[config.mk]
export PLATFORM = sky130hd
export DESIGN_NAME = latch_write_sequencer
export DESIGN_NICKNAME = d
export VERILOG_FILES = /design/src/rtl/latch_write_sequencer.sv
export SDC_FILE = /design/constraint.sdc
export NUM_CORES = 1
export LEC_CHECK = 0
export ABC_CLOCK_PERIOD_IN_PS = 4200
export CAP_MARGIN = 20
export CELL_PAD_IN_SITES_DETAIL_PLACEMENT = 0
export CELL_PAD_IN_SITES_GLOBAL_PLACEMENT = 1
export CORE_MARGIN = 10
export CORE_UTILIZATION = 34
export CTS_CLUSTER_SIZE = 25
export DETAILED_ROUTE_END_ITERATION = 10
export GPL_ROUTABILITY_DRIVEN = 0
export PLACE_DENSITY = 0.88
export SETUP_SLACK_MARGIN = 0.5
export SYNTH_ARGS = -nofsm -noshare
export SYNTH_HDL_FRONTEND = slang
export SYNTH_SLANG_ARGS = --single-unit
[constraint.sdc]
create_clock -name clk -period 4.2 [get_ports clk]
set_clock_uncertainty 0.2 [all_clocks]
set_input_delay 0.63 -clock clk [delete_from_list [all_inputs] [get_ports clk]]
set_output_delay 0.63 -clock clk [all_outputs]
set_load 0.01 [all_outputs]
[src/rtl/latch_write_sequencer.sv]
// Shares one bank of D latches between two requesters with round-robin
// arbitration and timed setup/open/hold enable windows.
//
// Ports:
//   clk, rst          rising-edge clock, synchronous active-high reset
//   req0/1            level write requests, held until the matching grant
//   addr0/1, data0/1  target latch index and write data of each requester
//   grant0/1          one-cycle pulse; request, address and data captured
//   done0/1           one-cycle pulse in the final HOLD cycle of a write
//   busy              high whenever a write is in progress
//   lat_d             data bus to all latches, held between writes
//   lat_en            per-latch enable, one-hot while the window is open
module latch_write_sequencer #(
  parameter int WIDTH     = 8,
  parameter int NLATCH    = 4,
  parameter int AW        = $clog2(NLATCH),
  parameter int SETUP_CYC = 1,
  parameter int OPEN_CYC  = 2,
  parameter int HOLD_CYC  = 1
) (
  input  logic              clk,
  input  logic              rst,
  input  logic              req0,
  input  logic              req1,
  input  logic [AW-1:0]     addr0,
  input  logic [AW-1:0]     addr1,
  input  logic [WIDTH-1:0]  data0,
  input  logic [WIDTH-1:0]  data1,
  output logic              grant0,
  output logic              grant1,
  output logic              done0,
  output logic              done1,
  output logic              busy,
  output logic [WIDTH-1:0]  lat_d,
  output logic [NLATCH-1:0] lat_en
);

  localparam int MAXP =
    (SETUP_CYC > OPEN_CYC)
      ? ((SETUP_CYC > HOLD_CYC) ? SETUP_CYC : HOLD_CYC)
      : ((OPEN_CYC > HOLD_CYC) ? OPEN_CYC : HOLD_CYC);
  localparam int CW = $clog2(MAXP) + 1;

  localparam logic [CW-1:0] SL = CW'(SETUP_CYC - 1);
  localparam logic [CW-1:0] OL = CW'(OPEN_CYC - 1);
  localparam logic [CW-1:0] HL = CW'(HOLD_CYC - 1);
  localparam logic [NLATCH-1:0] ONE = NLATCH'(1);

  typedef enum logic [1:0] {
    IDLE,
    SETUP,
    OPEN,
    HOLD
  } state_t;

  state_t            state, state_n;
  logic [CW-1:0]     cnt, cnt_n;
  logic [AW-1:0]     cur_addr, addr_n;
  logic [WIDTH-1:0]  d_n;
  logic [NLATCH-1:0] en_n;
  logic              owner, owner_n;
  logic              last, last_n;
  logic              win1;
  logic              g0, g1, dn0, dn1;

  always_comb begin
    state_n = state;
    cnt_n   = cnt;
    addr_n  = cur_addr;
    d_n     = lat_d;
    owner_n = owner;
    last_n  = last;
    en_n    = '0;
    win1    = 1'b0;
    g0      = 1'b0;
    g1      = 1'b0;
    dn0     = 1'b0;
    dn1     = 1'b0;
    unique case (state)
      IDLE: begin
        if (!rst && (req0 || req1)) begin
          // On a tie the requester that was not served last wins
          win1    = req1 && (!req0 || !last);
          g0      = !win1;
          g1      = win1;
          owner_n = win1;
          last_n  = win1;
          addr_n  = win1 ? addr1 : addr0;
          d_n     = win1 ? data1 : data0;
          cnt_n   = SL;
          state_n = SETUP;
        end
      end
      SETUP: begin
        if (cnt == '0) begin
          state_n = OPEN;
          cnt_n   = OL;
          en_n    = ONE << cur_addr;
        end else begin
          cnt_n = cnt - CW'(1);
        end
      end
      OPEN: begin
        if (cnt == '0) begin
          state_n = HOLD;
          cnt_n   = HL;
        end else begin
          cnt_n = cnt - CW'(1);
          en_n  = lat_en;
        end
      end
      HOLD: begin
        if (cnt == '0) begin
          state_n = IDLE;
          dn0     = !rst && !owner;
          dn1     = !rst && owner;
        end else begin
          cnt_n = cnt - CW'(1);
        end
      end
      default: state_n = IDLE;
    endcase
  end

  always_ff @(posedge clk) begin
    if (rst) begin
      state    <= IDLE;
      cnt      <= '0;
      cur_addr <= '0;
      lat_d    <= '0;
      owner    <= 1'b0;
      last     <= 1'b1;
      lat_en   <= '0;
    end else begin
      state    <= state_n;
      cnt      <= cnt_n;
      cur_addr <= addr_n;
      lat_d    <= d_n;
      owner    <= owner_n;
      last     <= last_n;
      lat_en   <= en_n;
    end
  end

  assign grant0 = g0;
  assign grant1 = g1;
  assign done0  = dn0;
  assign done1  = dn1;
  assign busy   = (state != IDLE);

endmodule

==> results of run 1 <==
[worst paths after layout]
kind,startpoint,cells past startpoint,endpoint,slack (ns)
max,req1,5,grant1,0.86
min reg2reg,lat_en[1],2,lat_en[1],0.26
min,lat_en[1],2,lat_en[1],0.26
max reg2reg,state[0],5,lat_d[3],2.06
[registers in the layout (all words and copies together) (netlist names)]
register and flops:
lat_d 8, cur_addr 2, owner 1, cnt 2
lat_en 4, state 2, last 1
[power breakdown]
| part | internal [mW] | leakage [nW] | switching, mW |
|---|---|---|---|
| logic | 0.179 | 0.407 | 0.187 |
| clock network | 0.0528 | 0.0210 | 0.0611 |
| registers | 0.234 | 0.164 | 0.0348 |
| total | 0.466 | 0.592 | 0.282 |
[stage by stage]
| step | cell area, um^2 | power [mW] |
|---|---|---|
| 5_1_grt | 1590 | 0.809 |
| 4_1_cts | 1590 | 0.755 |
| 6_report | 1590 | 0.749 |
| 2_1_floorplan | 1140 | 0.498 |
| 3_5_place_dp | 1550 | 0.641 |
| 3_3_place_gp | 1550 | 0.633 |
[cell usage after synthesis]
master / n / area (um^2)
a211o_1: 2 / 17.5
a211oi_1: 1 / 7.51
a21bo_2: 1 / 10.0
a21boi_0: 1 / 7.51
a21boi_2: 1 / 11.3
a21oi_1: 16 / 80.1
a22oi_1: 1 / 7.51
a2bb2oi_1: 1 / 8.76
a311oi_1: 10 / 87.6
and2_1: 1 / 6.26
and4b_1: 1 / 10.0
buf_2: 2 / 10.0
buf_4: 2 / 15.0
buf_6: 1 / 11.3
clkbuf_1: 3 / 11.3
dfxtp_1: 20 / 400
ha_1: 10 / 125
inv_1: 7 / 26.3
mux2i_1: 1 / 10.0
nand2_1: 24 / 90.1
nand2b_1: 3 / 18.8
nand3_1: 1 / 5.00
nand3b_1: 1 / 7.51
nand4_1: 1 / 6.26
nand4b_1: 2 / 17.5
nor2_1: 1 / 3.75
nor2_2: 1 / 6.26
nor2b_1: 2 / 12.5
nor3_1: 1 / 5.00
nor4_1: 1 / 6.26
nor4bb_1: 1 / 10.0
o21a_1: 1 / 7.51
o21ai_0: 2 / 10.0
o21ba_2: 2 / 20.0
o21bai_4: 1 / 18.8
o32ai_1: 2 / 17.5
or4b_1: 1 / 10.0
[worst register-to-register path, cell delays in order, from the launching register on]
cell      delay [ns]
dfxtp_1         0.36
inv_1           0.12
ha_1            0.54
inv_1           0.22
nor2_2          0.40
a311oi_1        0.17
[routing by layer]
| layer | track usage (%) | routed length (um) | up-vias |
|---|---|---|---|
| li1 | - | - | 544 |
| met1 | 12.2 | 1400 | 501 |
| met2 | 17.0 | 1520 | 28 |
| met3 | 2.19 | 167 | 2 |
| met4 | 3.83 | 29 | 0 |
| met5 | 0 | 0 | - |
[logic make-up after synthesis]
kind of cell    synth area share, %
mux                           0.881
simple gates                   18.9
fa+ha+maj                      11.0
buf+inv                        6.50
compound gates                 27.4
flops                          35.2
[cell type report]
class                           instances  area [um^2]
Fill cell                             312         1540
Multi-Input combinational cell         95          662
Timing Repair Buffer                   41          408
Sequential cell                        20          400
Tap cell                               44         55.1
Clock buffer                            4         36.3
Inverter                                7         26.3
==> reports/results.txt, run 1 <==
# setup viols final -> 0
H-tree levels -> 1
Placed insts -> 207
Cell Chain, Critical Path -> clkdlybuf4s50_1 -> a21boi_2 -> nand3_1 -> inv_1 -> clkdlybuf4s50_1
Highest clock rate -> 299 MHz
Max-cap check violation count -> 0
Post-CTS resize count -> 0
Std-Cell Rows -> 20
Setup repair bufs after CTS -> 0
Worst Setup End Kind -> output port
Peak supply drop -> 0.251 mV
Remaining Overflow, GRT -> 0
Antenna cells -> 0
Worst-path clk slew -> 0.12 ns
Post-layout nets -> 202
Starting Density -> 36.3%
Sequential share of the synthesized area -> 35.2%
Input/output buffers -> 40
Post-route ant nets -> 0
Post-place setup slack -> 0.860 ns
TritonCTS Buffers -> 3
Synth warnings -> 0
Die width -> 77.8 um
Hold Worst Slack -> 0.263 ns
Fin crit share -> 79.6%
Status -> completed
Die H -> 77.8 um
CP max FO -> 12
GRT Overall Usage -> 10.1%
Utilization after layout -> 50.8%
Slew HR -> 61.4%
Pins Over Slew Limit -> 0
Fin Setup TNS -> 0 ns
Iter 0 DRT Violations -> 69
Clock sink total -> 20
HPWL Detailed -> 2450 um
Vias -> 1075
First-pass GRT wire length -> 5170 um
Vias in the first global route -> 1086
Worst path most repeated cell -> clkdlybuf4s50_1
Crit path buffers/inverters -> 3
Startpoint class of the critical path -> input pin
Latest clock arrival within the worst-skew pair -> 0.30 ns
Final setup margin -> 0.857 ns
Syn Nets -> 164
Largest net degree at the start of global routing -> 27
Final WL -> 3120 um
Final hold viol count -> 0
Hold Buf Count CTS -> 0
Std-Cell Core Area -> 3130 um^2
Clock root cell -> clkbuf_4
Synth Register Bits -> 20
Commonest non-fill, non-tap cells in the layout -> 40 x clkdlybuf4s50_1, 24 x nand2_1, 20 x dfxtp_1
Crit path DAT -> 2.51 ns
Cell at the slowest stage of the critical path -> clkdlybuf4s50_1
TritonCTS clock tree -> yes
Avg Vias per Cell -> 5.09
Largest stage delay, worst path -> 0.56 ns
Commonest non-fill, non-tap cell in the layout -> clkdlybuf4s50_1
Syn_area_per_cell -> 8.74 um^2
Layout Cells excl Fill -> 211
Gate Count Post-Synth -> 130
Worst slew pin tran -> 0.578 ns
Boundary Pins -> 41
Worst endpoint required time -> 3.37 ns
Area Growth Syn to Fin -> 39.8%
Power density over cell area -> 471 nW/um^2
Layout cells sized above 1 -> 6.59%
Min-delay worst type -> reg -> reg
TritonRoute pass-1 iters -> 4
Leak -> 0.592 nW
Die area -> 6050 um^2
Clk buf depth -> 2
Synthesized area -> 1140 um^2
Minimum clock period -> 3.34 ns
Post-synth cell types -> 37
Initial antenna violation count -> 0
Drt drc -> 0
RSZ-0062 raised after global routing -> false
Drt wl/cell -> 14.8 um
Crit-path leading delay family -> buffers and inverters
Critical path type -> in -> out
Power figures use the tool's default switching activity.
==> inputs of run 2 (changes only) <==
ABC_CLOCK_PERIOD_IN_PS = 3300   (was 4200)
CORE_UTILIZATION = 32   (was 34)
PLACE_DENSITY = 0.84   (was 0.88)
clock period = 3.3 ns   (was 4.2 ns; I/O delays follow)
==> run 2 against run 1 <==
  * Worst setup slack lost 0.24 ns
  * Clock power rose by 84%
  * Routed wire length up 4.2%
  * Via count is 0.84% higher
  * Sequential power increased by 28%
  * Critical path type unchanged
  * Highest routed layer unchanged
==> reports/results.txt, run 2 (synthesis gave the netlist of run 1 again) <==
Status -> completed
Regs by FF count -> lat_d x8, lat_en x4
Fin Setup TNS -> 0 ns
Die H -> 79.6 um
Latest clock arrival within the worst-skew pair -> 0.31 ns
Pins Over Slew Limit -> 0
Vias in the first global route -> 1180
Startpoint class of the critical path -> input pin
Leak -> 0.632 nW
Top reg by flops -> lat_d
Die width -> 79.6 um
Power density over cell area -> 634 nW/um^2
Drt wl/cell -> 15.0 um
Worst Setup End Kind -> output port
# setup viols final -> 0
Placed insts -> 211
GRT Overall Usage -> 10.4%
TritonCTS Buffers -> 3
Std-Cell Core Area -> 3390 um^2
WL met1 -> 1400 um
Vias -> 1084
Post-route ant nets -> 0
Iter 0 DRT Violations -> 69
Clock root cell -> clkbuf_4
H-tree levels -> 1
Critical path type -> in -> out
Max FFs per register -> 8
Remaining Overflow, GRT -> 0
Drt drc -> 0
Avg Vias per Cell -> 5.02
Die area -> 6330 um^2
Crit path DAT -> 1.98 ns
Highest routed metal layer -> met4
Layout cells sized above 1 -> 9.41%
Length of routed met3 wiring -> 173 um
Layout Cells excl Fill -> 216
Antenna cells -> 0
CP max FO -> 16
Cell Chain, Critical Path -> clkdlybuf4s50_1 -> buf_4 -> nor4bb_2 -> clkdlybuf4s50_1
Worst path most repeated cell -> clkdlybuf4s50_1
Largest net degree at the start of global routing -> 17
Min-delay worst type -> reg -> reg
Slew HR -> 70.8%
Peak supply drop -> 0.282 mV
Minimum clock period -> 2.68 ns
RSZ-0062 raised after global routing -> false
Final hold viol count -> 0
Input/output buffers -> 40
Fill cell count -> 339
Starting Density -> 33.5%
TritonCTS clock tree -> yes
Std-Cell Rows -> 21
Largest stage delay, worst path -> 0.57 ns
Clk buf depth -> 2
Boundary Pins -> 41
Worst slew pin tran -> 0.437 ns
Worst endpoint required time -> 2.60 ns
HPWL Detailed -> 2540 um
Final WL -> 3250 um
Cell at the slowest stage of the critical path -> clkdlybuf4s50_1
TritonRoute pass-1 iters -> 4
Clock sink total -> 20
Commonest non-fill, non-tap cell in the layout -> clkdlybuf4s50_1
Max-cap check violation count -> 0
Fin crit share -> 81.2%
Initial antenna violation count -> 0
First-pass GRT wire length -> 5500 um
Highest clock rate -> 373 MHz
Worst-path clk slew -> 0.13 ns
Post-layout nets -> 205
Area Growth Syn to Fin -> 45.6%
Final Power -> 1.05 mW
Commonest non-fill, non-tap cells in the layout -> 37 x clkdlybuf4s50_1, 24 x nand2_1, 20 x dfxtp_1
Hold Buf Count CTS -> 0
Metal2 WL -> 1640 um
## run 2: worst paths after layout
| path | startpoint | end | slack [ns] | cells after the start |
|---|---|---|---|---|
| setup reg to reg | state[0] | lat_en[0] | 1.42 | 5 |
| hold / removal | lat_en[1] | lat_en[1] | 0.27 | 2 |
| hold reg to reg | lat_en[1] | lat_en[1] | 0.27 | 2 |
| setup / recovery | rst | done0 | 0.62 | 4 |
## run 2: layer usage
metal | vias up | global-route usage [%]
met2 | 23 | 17.7
met3 | 2 | 2.25
li1 | 552 | -
met1 | 507 | 12.2
met4 | 0 | 3.94
met5 | - | 0
## run 2: layout make-up
| cell class | instances | area (um^2) | area share [%] |
|---|---|---|---|
| Multi-Input combinational cell | 95 | 687 | 41.5 |
| Clock buffer | 3 | 22.5 | 1.36 |
| Timing Repair Buffer | 44 | 430 | 26.0 |
| Tap cell | 46 | 57.6 | 3.48 |
| Clock inverter | 1 | 30.0 | 1.82 |
| Sequential cell | 20 | 400 | 24.2 |
| Inverter | 7 | 26.3 | 1.59 |
## run 2: stage by stage
step / hold WS, ns / utilization (%) / setup WS, ns / instance area, um^2
2_1_floorplan: 0.263 / - / 1.36 / 1140
3_3_place_gp: 0.243 / 46.3 / 0.431 / 1570
3_5_place_dp: 0.254 / 46.3 / 0.405 / 1570
4_1_cts: 0.271 / 48.3 / 0.534 / 1640
5_1_grt: 0.288 / 48.8 / 0.528 / 1650
6_report: 0.267 / 48.8 / 0.620 / 1650
## run 2: power breakdown
group	switching [mW]	total (mW)	internal [mW]
Clock	0.0871	0.210	0.123
Combinational	0.245	0.496	0.251
Sequential	0.0456	0.344	0.298
## run 2: timing repair
action,in CTS,in global routing
pin swaps,0,1
resized for setup,5,2
setup buffers,0,1
endpoints found under the setup margin,2,2
## run 2: worst max-delay path, delay by kind of cell
family                 cells  cell delay (ns)
buffers and inverters      3             1.23
AND/OR/NAND/NOR            1             0.25
==> inputs of run 3 (changes only) <==
ABC_CLOCK_PERIOD_IN_PS = 2210   (was 3300)
CORE_UTILIZATION = 29   (was 32)
PLACE_DENSITY = 0.81   (was 0.84)
clock period = 2.21 ns   (was 3.3 ns; I/O delays follow)
==> run 3 against run 2 <==
  * Routed wire length grew 17%
  * Sequential power increased by 56%
  * Die area rose by 7.7%
  * Non-clock buffer count increased by 15
  * Clock-buffer cell count did not move
  * Worst setup slack worse by 0.18 ns
  * Critical path depth is 1 lower
  * Highest routed layer unchanged
  * Final area grew 14%
  * Cell count is 7.9% higher
  * Register-to-register slack got worse by 0.93 ns
  * Critical endpoint unchanged
==> reports/results.txt, run 3 (synthesis gave the netlist of run 1 again) <==
Layout Cells excl Fill -> 233
Power density over cell area -> 974 nW/um^2
Status -> completed
Commonest non-fill, non-tap cells in the layout -> 24 x nand2_1, 23 x clkdlybuf4s50_1, 18 x buf_4
Comb pwr share -> 49.9%
Pins Over Slew Limit -> 0
Final hold viol count -> 0
Fin Setup TNS -> 0 ns
Worst endpoint required time -> 1.68 ns
Fin crit share -> 79.9%
Largest net degree at the start of global routing -> 15
Iter 0 DRT Violations -> 53
Sw frac -> 36.1%
Drt drc -> 0
Cell Chain, Critical Path -> ha_4 -> nor4bb_4 -> buf_2
WP depth -> 3
Internal power -> 1.17 mW
Clock sink total -> 20
Leak -> 0.866 nW
TritonRoute pass-1 iters -> 4
GRT Overall Usage -> 10.5%
Worst Setup End Kind -> output port
Layout cells sized above 1 -> 30.3%
Highest routed metal layer -> met4
Post-route cell area -> 1880 um^2
Commonest non-fill, non-tap cell in the layout -> nand2_1
Antenna cells -> 0
RSZ-0062 raised after global routing -> true
Minimum clock period -> 1.77 ns
Std-Cell Core Area -> 3720 um^2
Largest stage delay, worst path -> 0.39 ns
Avg Vias per Cell -> 5.07
Die width -> 82.6 um
Placed insts -> 222
Input/output buffers -> 40
Vias in the first global route -> 1203
Flop pwr share -> 29.3%
H-tree levels -> 1
Die H -> 82.6 um
Post-layout nets -> 220
Worst slew pin tran -> 0.373 ns
Final WL -> 3790 um
Latest clock arrival within the worst-skew pair -> 0.27 ns
Vias -> 1182
Worst-path clk slew -> 0.08 ns
Area after DPL -> 1640 um^2
R2r worst-path depth -> 5
Regs by FF count -> lat_d x8, lat_en x4
Crit-path leading delay family -> flip-flops
Clock Power Share -> 20.8%
Crit path buffers/inverters -> 1
Min-delay worst type -> reg -> reg
Switching Power -> 0.662 mW
Std-Cell Rows -> 22
Die area -> 6820 um^2
Critical path type -> reg -> out
Initial antenna violation count -> 0
Startpoint class of the critical path -> flop
Hold Path Depth -> 2
Peak supply drop -> 0.554 mV
Starting Density -> 30.6%
Drt wl/cell -> 16.3 um
TritonCTS clock tree -> yes
Area Growth Syn to Fin -> 65.5%
Remaining Overflow, GRT -> 0
Top reg by flops -> lat_d
Clk buf depth -> 2
Slew HR -> 74.9%
WL met1 -> 1480 um
First-pass GRT wire length -> 5760 um
Metal2 WL -> 2120 um
Cell at the slowest stage of the critical path -> dfxtp_4
TritonCTS Buffers -> 3
Post-route ant nets -> 0
Clock root cell -> clkbuf_8
Highest clock rate -> 566 MHz
# setup viols final -> 0
Length of routed met3 wiring -> 155 um
HPWL Detailed -> 2750 um
Boundary Pins -> 41
Crit path DAT -> 1.23 ns
Max FFs per register -> 8
Hold Worst Slack -> 0.264 ns
CP max FO -> 3
Max-cap check violation count -> 0
==> run 3: layout make-up <==
type                       instances  area [um^2]
inverter                           7         31.3
fill                             360         1840
timing repair buffer              59          544
clock inverter                     1         30.0
sequential                        20          412
clock buffer                       3         41.3
multi-input combinational         95          762
tap                               48         60.1
==> run 3: routing by layer <==
layer	vias to the layer above	global-route usage (%)
li1	581	-
met1	569	12.0
met2	28	19.4
met3	4	1.62
met4	0	3.34
met5	-	0
==> run 3: what timing repair did <==
action | CTS | global route
hold buffers | 0 | 0
pin swaps | 5 | 3
resized for setup | 52 | 17
setup buffers | 6 | 1
setup endpoints to repair | 18 | 20
==> run 3: worst reg2reg max path, delay by kind of cell (launching register included) <==
family,cells,cell delay (ns)
buffers and inverters,1,0.12
adder cells (fa/ha/maj),1,0.20
flip-flops,1,0.39
AND/OR/NAND/NOR,2,0.62
AO/OA/AOI/OAI,1,0.12
==> run 3: power by group through the flow <==
stage          Sequential [mW]  Clock, mW  Combinational [mW]
2_1_floorplan            0.528          0               0.432
3_3_place_gp             0.516          0               0.754
3_5_place_dp             0.521          0               0.774
4_1_cts                  0.537      0.380               0.892
5_1_grt                  0.551      0.395               0.996
6_report                 0.537      0.381               0.915
==> run 3: path summary, 6_finish.rpt <==
path | from | endpoint | slack [ns]
min | lat_en[1] | lat_en[1] | 0.26
min reg2reg | lat_en[1] | lat_en[1] | 0.26
max | state[0] | done0 | 0.44
max reg2reg | state[0] | lat_en[0] | 0.49
==> run 3: metrics by stage <==
step,util [%],total power [mW],worst slack (ns)
after floorplan,-,0.959,0.494
after global placement,44.2,1.27,-0.136
after detailed placement,44.2,1.30,-0.151
after CTS,49.2,1.81,0.455
after global routing,50.6,1.94,0.401
final,50.6,1.83,0.444
